**src/rtl/alu_pkg.sv**
```systemverilog
// Shared ALU encodings: op field, full 4-bit control codes, and the sequencer state enum.
package alu_pkg;

    localparam logic [1:0] ALU_OP_AND = 2'b00;
    localparam logic [1:0] ALU_OP_OR  = 2'b01;
    localparam logic [1:0] ALU_OP_ADD = 2'b10;
    localparam logic [1:0] ALU_OP_SLT = 2'b11;

    localparam logic [3:0] ALU_CTRL_AND = 4'b0000;
    localparam logic [3:0] ALU_CTRL_OR  = 4'b0001;
    localparam logic [3:0] ALU_CTRL_ADD = 4'b0010;
    localparam logic [3:0] ALU_CTRL_SUB = 4'b0110;
    localparam logic [3:0] ALU_CTRL_SLT = 4'b0111;
    localparam logic [3:0] ALU_CTRL_NOR = 4'b1100;

    typedef enum logic [1:0] {
        IDLE,
        RUN,
        DONE
    } state_e;

endpackage

```
**src/rtl/ALU_1bit.sv**
```systemverilog
// Combinational 1-bit MIPS ALU slice: optional operand inversion, AND/OR/ADD/less mux,
// plus the set (raw sum) and signed-overflow outputs used at the MSB position.
module ALU_1bit
    import alu_pkg::*;
(
    input  logic       a,
    input  logic       b,
    input  logic       Ainvert,
    input  logic       Binvert,
    input  logic       c_in,
    input  logic       less,
    input  logic [1:0] op,
    output logic       result,
    output logic       c_out,
    output logic       set,
    output logic       overflow
);

    logic aa;
    logic bb;
    logic sum;

    always_comb begin
        aa       = a ^ Ainvert;
        bb       = b ^ Binvert;
        sum      = aa ^ bb ^ c_in;
        c_out    = (aa & bb) | (aa & c_in) | (bb & c_in);
        set      = sum;
        overflow = c_in ^ c_out;
        result   = 1'b0;
        case (op)
            ALU_OP_AND: result = aa & bb;
            ALU_OP_OR:  result = aa | bb;
            ALU_OP_ADD: result = sum;
            ALU_OP_SLT: result = less;
            default:    result = 1'b0;
        endcase
    end

endmodule

```
**src/rtl/alu_bitserial_seq.sv**
```systemverilog
// Bit-serial sequencer: runs one ALU_1bit slice LSB-first over WIDTH cycles with a
// registered carry, then publishes result/zero/overflow with a one-cycle valid.
module alu_bitserial_seq
    import alu_pkg::*;
#(
    parameter int unsigned WIDTH = 32
) (
    input  logic             clk,
    input  logic             rst_n,
    input  logic             start,
    input  logic [WIDTH-1:0] a,
    input  logic [WIDTH-1:0] b,
    input  logic [3:0]       alu_ctrl,
    output logic             ready,
    output logic             valid,
    output logic [WIDTH-1:0] result,
    output logic             zero,
    output logic             overflow
);

    localparam int unsigned     IDX_W    = $clog2(WIDTH);
    localparam logic [IDX_W-1:0] IDX_LAST = IDX_W'(WIDTH - 1);

    state_e           state_q, state_d;
    logic [IDX_W-1:0] idx_q, idx_d;
    logic [WIDTH-1:0] a_q, a_d;
    logic [WIDTH-1:0] b_q, b_d;
    logic [3:0]       ctrl_q, ctrl_d;
    logic             carry_q, carry_d;
    logic [WIDTH-1:0] work_q, work_d;
    logic [WIDTH-1:0] result_q, result_d;
    logic             zero_q, zero_d;
    logic             ovf_q, ovf_d;

    logic             s_a, s_b, s_cin;
    logic             s_res, s_cout, s_set, s_ovf;
    logic [WIDTH-1:0] fin;

    always_comb begin
        s_a   = a_q[idx_q];
        s_b   = b_q[idx_q];
        s_cin = (idx_q == '0) ? ctrl_q[2] : carry_q;
    end

    ALU_1bit u_slice (
        .a        (s_a),
        .b        (s_b),
        .Ainvert  (ctrl_q[3]),
        .Binvert  (ctrl_q[2]),
        .c_in     (s_cin),
        .less     (1'b0),
        .op       (ctrl_q[1:0]),
        .result   (s_res),
        .c_out    (s_cout),
        .set      (s_set),
        .overflow (s_ovf)
    );

    always_comb begin
        state_d  = state_q;
        idx_d    = idx_q;
        a_d      = a_q;
        b_d      = b_q;
        ctrl_d   = ctrl_q;
        carry_d  = carry_q;
        work_d   = work_q;
        result_d = result_q;
        zero_d   = zero_q;
        ovf_d    = ovf_q;
        fin      = '0;

        case (state_q)
            IDLE, DONE: begin
                if (start) begin
                    state_d = RUN;
                    idx_d   = '0;
                    a_d     = a;
                    b_d     = b;
                    ctrl_d  = alu_ctrl;
                    carry_d = 1'b0;
                    work_d  = '0;
                end else begin
                    state_d = IDLE;
                end
            end
            RUN: begin
                work_d[idx_q] = s_res;
                carry_d       = s_cout;
                if (idx_q == IDX_LAST) begin
                    // MSB set/overflow are resolved straight from the slice on the
                    // last edge, so the final word lands together with DONE.
                    fin = work_d;
                    if (ctrl_q[1:0] == ALU_OP_SLT) begin
                        fin    = '0;
                        fin[0] = s_set ^ s_ovf;
                    end
                    state_d  = DONE;
                    result_d = fin;
                    zero_d   = ~|fin;
                    ovf_d    = s_ovf & (ctrl_q[1:0] == ALU_OP_ADD);
                end else begin
                    idx_d = idx_q + 1'b1;
                end
            end
            default: state_d = IDLE;
        endcase
    end

    always_ff @(posedge clk or negedge rst_n) begin
        if (!rst_n) begin
            state_q  <= IDLE;
            idx_q    <= '0;
            a_q      <= '0;
            b_q      <= '0;
            ctrl_q   <= '0;
            carry_q  <= 1'b0;
            work_q   <= '0;
            result_q <= '0;
            zero_q   <= 1'b0;
            ovf_q    <= 1'b0;
        end else begin
            state_q  <= state_d;
            idx_q    <= idx_d;
            a_q      <= a_d;
            b_q      <= b_d;
            ctrl_q   <= ctrl_d;
            carry_q  <= carry_d;
            work_q   <= work_d;
            result_q <= result_d;
            zero_q   <= zero_d;
            ovf_q    <= ovf_d;
        end
    end

    always_comb begin
        ready    = (state_q != RUN);
        valid    = (state_q == DONE);
        result   = result_q;
        zero     = zero_q;
        overflow = ovf_q;
    end

endmodule
```
**config.mk**
```make
export PLATFORM = sky130hd
export DESIGN_NAME = alu_bitserial_seq
export DESIGN_NICKNAME = d
export VERILOG_FILES = /design/src/rtl/alu_pkg.sv /design/src/rtl/ALU_1bit.sv /design/src/rtl/alu_bitserial_seq.sv
export SDC_FILE = /design/constraint.sdc
export NUM_CORES = 1
export LEC_CHECK = 0
export CAP_MARGIN = 20
export CORE_MARGIN = 3
export CORE_UTILIZATION = 40
export DETAILED_ROUTE_END_ITERATION = 6
export DONT_BUFFER_PORTS = 1
export PLACE_DENSITY = 0.61
export SLEW_MARGIN = 20
export SYNTH_ARGS = -nofsm -noshare
export SYNTH_HDL_FRONTEND = slang
export SYNTH_SLANG_ARGS = --single-unit
```
**constraint.sdc**
```tcl
create_clock -name clk -period 4.6 [get_ports clk]
set_input_delay 0.46 -clock clk [delete_from_list [all_inputs] [get_ports clk]]
set_output_delay 0.46 -clock clk [all_outputs]
set_load 0.05 [all_outputs]
```
Word-level counts from Yosys, hierarchy flattened
Index checks and enable logic that the tools add are counted.
{"block": "totals", "wordCells": 70, "mem_count": 0, "ff_bits": 142, "latchBits": 0, "romBits": 0, "ram_bits": 0}
{"block": "op_classes", "add_sub_neg": 1, "shifts": 0, "order_cmp": 2, "bitwise": 13, "div_mod_pow": 0, "n_eq_ne": 10, "reduce_logical": 12, "mux": 22, "n_mul": 0}
{"op": "2-to-1 mux 32 bit", "n": 4}
{"op": "case mux 32 bit (2 select lines)", "n": 1}
{"op": "bitwise mux 32 bit", "n": 1}
{"op": "OR reduction 32 bit", "n": 1}
{"op": "binary-select mux 1 bit (select 5 bit)", "n": 2}
{"op": "2-to-1 mux 5 bit", "n": 2}
{"op": "case mux 5 bit (2 select lines)", "n": 1}
{"op": "equality test 2 bit (second input constant)", "n": 3}
{"op": "less-than comparator 5 x 6 -> 1 bit (second input constant)", "n": 1}
{"op": "2-to-1 mux 1 bit", "n": 6}
{"op": "!= test 2 bit (second input constant)", "n": 3}
{"op": "AND reduction 2 bit", "n": 3}
{"op": "XOR 1 bit", "n": 6}
{"op": "adder 5 x 1 -> 5 bit (second input constant)", "n": 1}
{"op": "demux 1 bit (select 5 bit)", "n": 1}
{"op": "equality test 5 bit (second input constant)", "n": 1}
{"op": "greater-or-equal comparator 5 x 1 -> 1 bit (second input constant)", "n": 1}
{"op": "zero test 5 bit", "n": 1}
{"op": "bitwise AND 1 bit", "n": 4}
{"op": "equality test 2 x 1 -> 1 bit (second input constant)", "n": 2}
{"op": "zero test 2 bit", "n": 2}
{"op": "case mux 1 bit (4 select lines)", "n": 1}
{"op": "case mux 2 bit (2 select lines)", "n": 1}
{"op": "bitwise OR 1 bit", "n": 3}
{"op": "other kinds (8)", "n": 8}

Longest topological paths before layout
Gate-level depths: netlist of run 1.
{"block": "logic_depth", "ltp_word": 13, "ltp_mapped": 16}

Cells and area by module
Synthesis of run 1 repeated with hierarchy kept, for this count alone.
{"block": "hier_totals", "cells_unflattened": 719, "area_unflattened_um2": 6916.6}
{"module": "alu_bitserial_seq", "cells_per_inst": 706, "instances": 1, "area_each_um2": 6800.3, "seq_area_each_um2": 3553.4}
{"module": "ALU_1bit", "cells_per_inst": 13, "instances": 1, "area_each_um2": 116.4, "seq_area_each_um2": 0.0}

Worst setup path after synthesis of run 1
Ideal clock, no wire load.
{"block": "synth_timing", "path_kind": "register to register", "start": "register idx_q[0]", "end": "register work_q[15]", "path_stages_with_launch": 15, "slack_ns": 1.303, "arrival_time_ns": 3.214, "path_buffers": 2, "path_cell_list": "dfrtp_1 buf_6 mux4_2 a22o_1 nor2_1 nand3_1 xnor2_2 inv_1 ha_1 xor2_1 or3_1 a21boi_2 nand2b_1 buf_4 o22ai_1"}
{"block": "synth_via", "elab_chain_cells": 8, "word_cells_on_any_way": 20, "cone_classes": "order compare (2); mux (10); bitwise (6); reduce/logical (2)"}
{"element": "from (decl)", "line_no": "alu_bitserial_seq.sv:25", "rtl": "logic [IDX_W-1:0] idx_q, idx_d;"}
{"element": "from (signal assigned)", "line_no": "alu_bitserial_seq.sv:123", "rtl": "idx_q <= idx_d;"}
{"element": "binary-select mux 1 bit (select 5 bit), on equally long branches", "line_no": "alu_bitserial_seq.sv:40, alu_bitserial_seq.sv:41"}
{"element": "2-to-1 mux 1 bit, on equally long branches", "line_no": "alu_bitserial_seq.sv:40, alu_bitserial_seq.sv:41"}
{"element": "XOR 1 bit, on equally long branches", "line_no": "ALU_1bit.sv:24, ALU_1bit.sv:25"}
{"element": "XOR 1 bit (2 in series)", "line_no": "ALU_1bit.sv:26", "rtl": "sum = aa ^ bb ^ c_in;"}
{"element": "case mux 1 bit (4 select lines)", "line_no": "ALU_1bit.sv:31", "rtl": "case (op)"}
{"element": "bitwise mux 32 bit *", "line_no": "alu_bitserial_seq.sv:87", "rtl": "work_d[idx_q] = s_res;"}
{"element": "case mux 32 bit (2 select lines) *", "line_no": "alu_bitserial_seq.sv:72", "rtl": "case (state_q)"}
{"element": "to (signal assigned)", "line_no": "alu_bitserial_seq.sv:128", "rtl": "work_q <= work_d;"}
{"element": "to (decl)", "line_no": "alu_bitserial_seq.sv:30", "rtl": "logic [WIDTH-1:0] work_q, work_d;"}
Mark *: on every way between the ends. The rest lies on a longest branch, timed or not. The select of a mux whose other input is x is not followed.
A chain may end at the register's enable or synchronous reset.

Worst setup path after layout of run 1
{"block": "layout_timing", "start": "register idx_q[2]", "end": "register work_q[19]"}
Same word-level chain as after synthesis.

==> key figures, run 1 <==
Worst setup path
  • CP endpoint kind: flip-flop
  • Largest stage delay on the critical path: 0.94 ns
  • Worst R2R End: work_q[19]$_DFFE_PN0P_
  • R2R depth: 13
  • Worst Path Required: 4.96 ns
  • Buf+Inv Stages, Crit Path: 2
  • Crit-path max FO: 32
  • Worst R2R Start: idx_q[2]$_DFFE_PN0P_
  • Crit Path Class: flip-flop to flip-flop
  • Crit path DAT: 4.59 ns
  • Slowest cell on the critical path: dfrtp_1
  • Top cell family by delay on the critical path: simple AND/OR/NAND/NOR gates
  • CP cell instances: nor3b_1 > a22o_1 > nor2_1 > nand3_1 > xnor2_2 > inv_1 > ha_1 > xor2_1 > or3_1 > a21boi_2 > buf_4 > nor2_1 > a22o_1
  • Reg-to-reg slack, setup: 0.37 ns
  • CP Launch Type: flip-flop

Clock network
  • CTS Root Cell: clkbuf_16
  • Post-CTS resize count: 0
  • CTS tree: yes
  • Clock latency at the later pin of the worst-skew pair: 0.42 ns
  • Htree depth: 4
  • TritonCTS Sinks: 142
  • Clock buffer count from CTS: 17
  • Hold Buf Count CTS: 1
  • CTS clk-pin slew, worst paths: 0.06 ns
  • Clk buf depth: 2
  • Setup Buffers After CTS: 0

Finish
  • Final cell count without fillers: 1004
  • Commonest non-fill, non-tap cell in the layout: nand2_1
  • Share of cells above drive strength 1: 7.653%
  • Nets: 849
  • Fill count: 1563
  • Area taken by multi-input logic gates: 3174 µm²
  • Seq. cell area: 3553 µm²
  • Commonest cells after routing, fill and taps aside: nand2_1, dfrtp_1, o21ai_0
  • # diodes: 0
  • Area growth, synth to finish: 11.99%

Place
  • Post-DP HPWL: 12.32 mm
  • Port buffer count: 0
  • Dpl cells: 972
  • Final Wtd Congestion: 0.8706

Floorplanning
  • Initial Util: 41.54%
  • Chip height: 138.4 µm
  • Row cnt: 47
  • I/O pin cnt: 107
  • Die Wd: 138.4 µm
  • DIE AREA: 19150 µm²
  • Core Area: 16880 µm²

Job
  • MaxCap Viol Count: 0

Route
  • WL/cell: 17.87 µm
  • First-pass DRT Iterations: 5
  • Final wirelength: 17.95 mm
  • Via count: 5594
  • # DRC: 0
  • Avg Vias per Cell: 5.572
  • Number of nets with antenna violations after routing: 0
  • Drt first-iter violations: 467

GRT
  • Vias in the first global route: 5622
  • Tot GR Track Use: 19.18%
  • Grt total ovfl: 0
  • Largest net degree at the start of global routing: 143
  • First-pass GRT wire length: 29.67 mm
  • Initial antenna violation count: 0

STA
  • RSZ-0062 raised after global routing: no
  • Max Slew Vio Count: 0
  • Worst-Margin Slew: 0.9461 ns
  • Final hold vios: 0
  • Setup-violating endpoint count in the final report: 0
  • Clk_skew: 0.01430 ns
  • Relative slew slack: 36.80%
  • Setup TNS: 0 ns
  • Tcrit/Tclk final: 91.96%
  • Final period demand of the worst path: 4.230 ns
  • F_max: 236.4 MHz

Power and ir drop
  • Leakage Power: 3.684 nW
  • Power density over cell area: 874.1 nW/µm²
  • VDD IR max: 0.0004750 V

Synthesis
  • FF+latch count, synth: 142
  • Syn Std Cell Area: 7010 µm²
  • EDFF count, synth: 0
  • Largest cells by area after synthesis: dfrtp_1, nand2_1, o21ai_0
  • Main synth FF type: dfrtp_1
  • Mapped Cells: 795
  • Sequential area share after synthesis: 50.69%
  • Syn Nets: 872
  • Avg Cell Area, Syn: 8.818 µm²
  • Async set-reset flop share out of synthesis: 100.0%
  • Synth top area share: 50.69%
  • Synthesis Warnings: 0
  • Yosys cell types: 51
  • Largest area contributor in the netlist: dfrtp_1

Worst hold path
  • Worst hold path class: input pin to asynchronous set/reset pin

Outcome
  • Outcome: finished, final reports clean
## kinds of logic after synthesis
logic type / Yosys count / synth area share [%]
AOI/OAI and AO/OA: 182 / 16.26
xor gates and xnor gates: 5 / 0.7319
adders and majority gates: 6 / 1.071
buffers and inverters: 69 / 4.337
DFF: 142 / 50.69
muxes: 30 / 5.176
and+or+nand+nor: 361 / 21.74
## flip-flops by register name, summed over array words and instances (netlist names)
signal,cells
zero,1
overflow,1
a_q,32
state_q,2
result,32
idx_q,5
ctrl_q,4
carry_q,1
b_q,32
work_q,32
## layer usage
layer / vias up / share of wire [%] / routed length (µm) / GRT usage (%)
met5: - / 0 / 0 / 0
met4: 0 / 1.3 / 233 / 4.992
met3: 20 / 5.9 / 1061 / 5.732
met2: 175 / 49 / 8738 / 30.52
met1: 2717 / 44 / 7912 / 25.80
li1: 2682 / - / - / -
## report_power, final
group	leakage, nW	internal, W	switching (W)
logic	1.53	0.000996	0.00164
clock network	0.320	0.00102	0.000539
registers	1.83	0.00180	0.000867
total	3.68	0.00381	0.00305
## cells in the mapped netlist, types with 2 or more instances
library cell / number
xnor2_1: 2
ha_1: 6
nor2_1: 25
xor2_1: 2
mux4_2: 5
nor4b_1: 2
a31oi_1: 5
mux2i_1: 25
o21ai_1: 4
a21oi_1: 33
o31ai_1: 2
a22o_1: 41
and3_1: 2
nor3_1: 8
buf_2: 6
buf_1: 2
and3b_1: 3
nand3_1: 9
buf_4: 3
o2111ai_1: 2
nor3b_1: 3
inv_1: 14
buf_6: 2
nand2b_1: 4
or3_1: 3
o22ai_1: 9
or3b_2: 2
nand4_1: 8
a22oi_1: 2
dfrtp_1: 142
o21ai_0: 74
nor4_1: 2
nor2b_1: 5
a41oi_1: 2
o41ai_1: 2
clkbuf_1: 41
nand2_1: 277
and2_1: 2
a221oi_1: 2
## worst max path at each step
stage                    startpoint                      to  slack (ns)  cells past startpoint
2_1_floorplan  idx_q[0]$_DFFE_PN0P_  work_q[15]$_DFFE_PN0P_        1.30                     14
3_3_place_gp   idx_q[2]$_DFFE_PN0P_  work_q[15]$_DFFE_PN0P_        0.56                     12
3_5_place_dp   idx_q[2]$_DFFE_PN0P_  work_q[19]$_DFFE_PN0P_        0.49                     13
4_1_cts        idx_q[2]$_DFFE_PN0P_  work_q[27]$_DFFE_PN0P_        0.47                     12
5_1_grt        idx_q[2]$_DFFE_PN0P_  work_q[31]$_DFFE_PN0P_        0.07                     13
6_report       idx_q[2]$_DFFE_PN0P_  work_q[19]$_DFFE_PN0P_        0.37                     13
## stage by stage
step	power [W]	hold WS (ns)	instance area, µm²	worst slack (ns)	util [%]
floorplan	0.004665	0.1644	7010	1.303	-
global placement	0.005192	0.1715	7153	0.5649	42.38
detailed placement	0.005300	0.1715	7153	0.4898	42.38
CTS	0.006905	0.06257	7846	0.4740	46.49
global route	0.007372	0.08574	7851	0.06963	46.52
finish	0.006863	0.02178	7851	0.3699	46.52
## cell type report
cell class                 instances  area share [%]
sequential                       142           45.26
multi-input combinational        584           40.43
clock buffer                      17           5.418
tap                              220           3.506
clock inverter                    14           3.060
timing repair buffer              13           1.657
inverter                          14          0.6693
No activity file was read; power rests on OpenSTA's default activity.
==> inputs of run 2 (changes only) <==
SLEW_MARGIN = 15   (was 20)
==> key figures, run 2 (synthesized netlist as in run 1, its figures left out) <==
Power and ir drop
  • Power density over cell area: 874.1 nW/µm²
  • Leakage Power: 3.690 nW
  • VDD IR max: 0.0004767 V

Finish
  • Commonest cells after routing, fill and taps aside: nand2_1, dfrtp_1, o21ai_0
  • Area growth, synth to finish: 12.08%
  • Seq. cell area: 3553 µm²
  • Commonest non-fill, non-tap cell in the layout: nand2_1
  • # diodes: 0
  • Nets: 850
  • Final cell count without fillers: 1005
  • Fill count: 1565
  • Share of cells above drive strength 1: 7.771%
  • Area taken by multi-input logic gates: 3169 µm²

Worst setup path
  • Crit path DAT: 4.59 ns
  • Largest stage delay on the critical path: 0.94 ns
  • Worst Path Required: 4.96 ns
  • Slowest cell on the critical path: dfrtp_1
  • CP endpoint kind: flip-flop
  • Crit Path Class: flip-flop to flip-flop
  • CP cell instances: nor3b_1 > a22o_1 > nor2_1 > nand3_1 > xnor2_2 > inv_1 > ha_1 > xor2_1 > or3_1 > a21boi_2 > buf_4 > nor2_1 > a22o_1
  • CP Launch Type: flip-flop
  • Crit-path max FO: 32

Worst hold path
  • Worst hold path class: input pin to asynchronous set/reset pin

STA
  • Final period demand of the worst path: 4.224 ns
  • Clk_skew: 0.01420 ns
  • RSZ-0062 raised after global routing: no
  • Final hold vios: 0
  • Setup-violating endpoint count in the final report: 0
  • Relative slew slack: 36.87%
  • Max Slew Vio Count: 0
  • Worst-Margin Slew: 0.9450 ns
  • Worst hold slack: 0.02003 ns
  • F_max: 236.8 MHz
  • Setup TNS: 0 ns
  • Tcrit/Tclk final: 91.82%

Clock network
  • Clock latency at the later pin of the worst-skew pair: 0.43 ns
  • Htree depth: 4
  • Clk buf depth: 2
  • CTS tree: yes
  • CTS Root Cell: clkbuf_16
  • Post-CTS resize count: 0
  • Clock buffer count from CTS: 17
  • CTS clk-pin slew, worst paths: 0.06 ns
  • Setup Buffers After CTS: 0
  • TritonCTS Sinks: 142

Job
  • MaxCap Viol Count: 0

Floorplanning
  • DIE AREA: 19150 µm²
  • Initial Util: 41.54%
  • Chip height: 138.4 µm
  • Die Wd: 138.4 µm
  • I/O pin cnt: 107
  • Row cnt: 47
  • Core Area: 16880 µm²

Route
  • Met1 wire length: 7.868 mm
  • WL/cell: 17.90 µm
  • Avg Vias per Cell: 5.581
  • Drt first-iter violations: 448
  • First-pass DRT Iterations: 5
  • # DRC: 0
  • Via count: 5609
  • Top Layer Used: met4
  • Number of nets with antenna violations after routing: 0
  • Final wirelength: 17.99 mm
  • WL met3: 1.208 mm
  • Routed wl met2: 8.678 mm

GRT
  • Grt total ovfl: 0
  • Vias in the first global route: 5622
  • Largest net degree at the start of global routing: 143
  • Initial antenna violation count: 0
  • Tot GR Track Use: 19.18%
  • First-pass GRT wire length: 29.67 mm

Place
  • Dpl cells: 972
  • Port buffer count: 0
  • Post-DP HPWL: 12.32 mm
  • Final Wtd Congestion: 0.8706

Outcome
  • Outcome: finished, final reports clean
run 2: per-layer routing:
metal / vias to the layer above / track usage (%)
li1: 2685 / -
met5: - / 0
met2: 209 / 30.52
met3: 22 / 5.732
met1: 2693 / 25.80
met4: 0 / 4.992
run 2: cell type report:
class                           count  area share [%]
Sequential cell                   142           45.22
Multi-Input combinational cell    584           40.33
Clock buffer                       17           5.414
Tap cell                          220           3.503
Clock inverter                     14           3.057
Timing Repair Buffer               14           1.799
Inverter                           14          0.6688
run 2: final timing paths:
| kind | from | to | slack (ns) | cells past startpoint |
|---|---|---|---|---|
| worst max register to register | idx_q[2]$_DFFE_PN0P_ | work_q[19]$_DFFE_PN0P_ | 0.38 | 13 |
| worst min register to register | a_q[3]$_DFFE_PN0P_ | a_q[3]$_DFFE_PN0P_ | 0.47 | 2 |
| worst min-delay path | rst_n | work_q[8]$_DFFE_PN0P_ | 0.02 | 1 |
| max in group asynchronous | rst_n | b_q[20]$_DFFE_PN0P_ | 4.04 | 1 |
| worst max-delay path | idx_q[2]$_DFFE_PN0P_ | work_q[19]$_DFFE_PN0P_ | 0.38 | 13 |
| min in group clk | a[9] | a_q[9]$_DFFE_PN0P_ | 0.14 | 2 |
run 2: worst max-delay path: cells and delay by family (launching register included):
kind / cells / cell delay [ns]
AO/OA/AOI/OAI: 3 / 0.67
XOR/XNOR: 2 / 0.32
adder cells (fa/ha/maj): 1 / 0.32
buffers and inverters: 2 / 0.30
flip-flops: 1 / 0.94
AND/OR/NAND/NOR: 5 / 1.62
run 2: timing repair:
| item | CTS | global route |
|---|---|---|
| endpoints found under the setup margin | 0 | 0 |
| hold endpoints to repair | 142 | 0 |
| hold buffers | 1 | 0 |
run 2: power breakdown:
part / internal, W / switching, W / leakage (nW) / total (W)
clock network: 0.00102 / 0.000539 / 0.320 / 0.00156
logic: 0.00100 / 0.00165 / 1.54 / 0.00265
registers: 0.00180 / 0.000867 / 1.83 / 0.00267
total: 0.00382 / 0.00305 / 3.69 / 0.00687
run 2: through the flow:
stage	total power [W]	util, %	instance area, µm²	setup WS [ns]
floorplan	0.004665	-	7010	1.303
global placement	0.005192	42.38	7153	0.5649
detailed placement	0.005300	42.38	7153	0.4898
CTS	0.006905	46.49	7846	0.4740
global route	0.007374	46.56	7858	0.06963
finish	0.006868	46.56	7858	0.3763
==> inputs of run 3 (changes only) <==
PLACE_DENSITY = default   (was 0.61)
PLACE_DENSITY_LB_ADDON = 0.3   (was default)
==> key figures, run 3 (synthesized netlist as in run 1, its figures left out) <==
Route
  • # DRC: 0
  • Avg Vias per Cell: 5.525
  • Via count: 5564
  • Final wirelength: 18.09 mm
  • Drt first-iter violations: 494
  • WL/cell: 17.97 µm
  • First-pass DRT Iterations: 5
  • Number of nets with antenna violations after routing: 0

Clock network
  • Setup Buffers After CTS: 0
  • CTS Root Cell: clkbuf_16
  • CTS tree: yes
  • Hold Buf Count CTS: 1
  • Clock latency at the later pin of the worst-skew pair: 0.43 ns
  • Post-CTS resize count: 0
  • TritonCTS Sinks: 142
  • Htree depth: 4
  • CTS clk-pin slew, worst paths: 0.06 ns
  • Clk buf depth: 2
  • Clock buffer count from CTS: 17

Finish
  • Share of cells above drive strength 1: 7.497%
  • Nets: 854
  • Area growth, synth to finish: 11.01%
  • Commonest non-fill, non-tap cell in the layout: nand2_1
  • # diodes: 0
  • Commonest cells after routing, fill and taps aside: nand2_1, dfrtp_1, o21ai_0

STA
  • RSZ-0062 raised after global routing: no
  • F_max: 241.1 MHz
  • Final hold vios: 0
  • Clk_skew: 0.009734 ns
  • Max Slew Vio Count: 0
  • Setup-violating endpoint count in the final report: 0
  • Final period demand of the worst path: 4.148 ns
  • Worst-Margin Slew: 0.9535 ns
  • Relative slew slack: 36.30%
  • Setup TNS: 0 ns
  • Worst Slack Setup Final: 0.4525 ns
  • Tcrit/Tclk final: 90.16%

Worst setup path
  • Top cell family by delay on the critical path: simple AND/OR/NAND/NOR gates
  • Slowest cell on the critical path: dfrtp_1
  • Crit-path max FO: 17
  • Worst Path Required: 4.87 ns
  • CP cell instances: mux4_2 > a22o_1 > nor2_1 > nand3_1 > xnor2_2 > inv_1 > ha_1 > xor2_1 > or3_1 > a21boi_2 > nand2b_1 > o21ai_0
  • Buf+Inv Stages, Crit Path: 1
  • CP Launch Type: flip-flop
  • Crit Path Class: flip-flop to flip-flop
  • Largest stage delay on the critical path: 0.61 ns
  • Crit path DAT: 4.42 ns
  • CP endpoint kind: flip-flop

Power and ir drop
  • Net Sw Frac: 45.02%
  • Register share of total power: 39.8%
  • Clk network pwr share: 20.4%
  • Cell Int Power: 0.003665 W
  • Leakage Power: 3.659 nW
  • Power density over cell area: 856.6 nW/µm²
  • VDD IR max: 0.0003625 V
  • Psw: 0.003002 W
  • Comb pwr share: 39.9%

Floorplanning
  • DIE AREA: 19150 µm²
  • Row cnt: 47
  • Die Wd: 138.4 µm
  • Chip height: 138.4 µm
  • Core Area: 16880 µm²
  • Initial Util: 41.54%
  • I/O pin cnt: 107

Place
  • Post-DP HPWL: 12.15 mm
  • Pre-CTS setup slack: 0.4874 ns
  • Final Wtd Congestion: 0.8227
  • Port buffer count: 0

Outcome
  • Outcome: finished, final reports clean

GRT
  • Grt total ovfl: 0
  • Vias in the first global route: 5350
  • Tot GR Track Use: 19.20%
  • Largest net degree at the start of global routing: 143
  • Initial antenna violation count: 0
  • First-pass GRT wire length: 29.59 mm

Job
  • MaxCap Viol Count: 0

Worst hold path
  • Worst hold path class: input pin to asynchronous set/reset pin
-- run 3: final cells by class --
cell class | count | area (µm²)
clock inverter | 7 | 115.1
inverter | 14 | 52.55
sequential | 142 | 3553
tap | 220 | 275.3
fill | 1586 | 9095
clock buffer | 22 | 454.2
multi-input combinational | 584 | 3169
timing repair buffer | 18 | 162.7
-- run 3: through the flow --
stage               hold slack (ns)  cell area (µm²)  total power, W  cells  util, %
CTS                         0.06574             7767        0.006699   1006    46.02
finish                      0.01836             7782        0.006666   1007    46.11
detailed placement           0.1737             7171        0.005289    976    42.49
global placement             0.1740             7171        0.005245    976    42.49
global route                0.07394             7782        0.007172   1007    46.11
floorplan                    0.1644             7010        0.004665    795        -
-- run 3: final timing paths --
check | start | endpoint | slack, ns | cells past startpoint
min in group clk | a[10] | a_q[10]$_DFFE_PN0P_ | 0.14 | 2
max in group asynchronous | rst_n | b_q[26]$_DFFE_PN0P_ | 4.02 | 1
worst min-delay path | rst_n | work_q[25]$_DFFE_PN0P_ | 0.02 | 1
worst max-delay path | idx_q[0]$_DFFE_PN0P_ | work_q[24]$_DFFE_PN0P_ | 0.45 | 12
worst max register to register | idx_q[0]$_DFFE_PN0P_ | work_q[24]$_DFFE_PN0P_ | 0.45 | 12
worst min register to register | a_q[21]$_DFFE_PN0P_ | a_q[21]$_DFFE_PN0P_ | 0.47 | 2
-- run 3: power groups by stage --
stage / Clock [W] / Sequential, W / Combinational, W
global placement: 0 / 0.00267 / 0.00258
CTS: 0.00139 / 0.00266 / 0.00265
finish: 0.00136 / 0.00265 / 0.00266
global route: 0.00144 / 0.00273 / 0.00300
floorplan: 0 / 0.00248 / 0.00218
detailed placement: 0 / 0.00268 / 0.00261
-- run 3: per-layer routing --
layer	GRT usage (%)	vias to the layer above	part of all wire, %
met5	0	-	0
met1	26.48	2659	45
met4	5.824	0	1.4
met2	29.68	188	47
met3	5.352	22	5.7
li1	-	2695	-
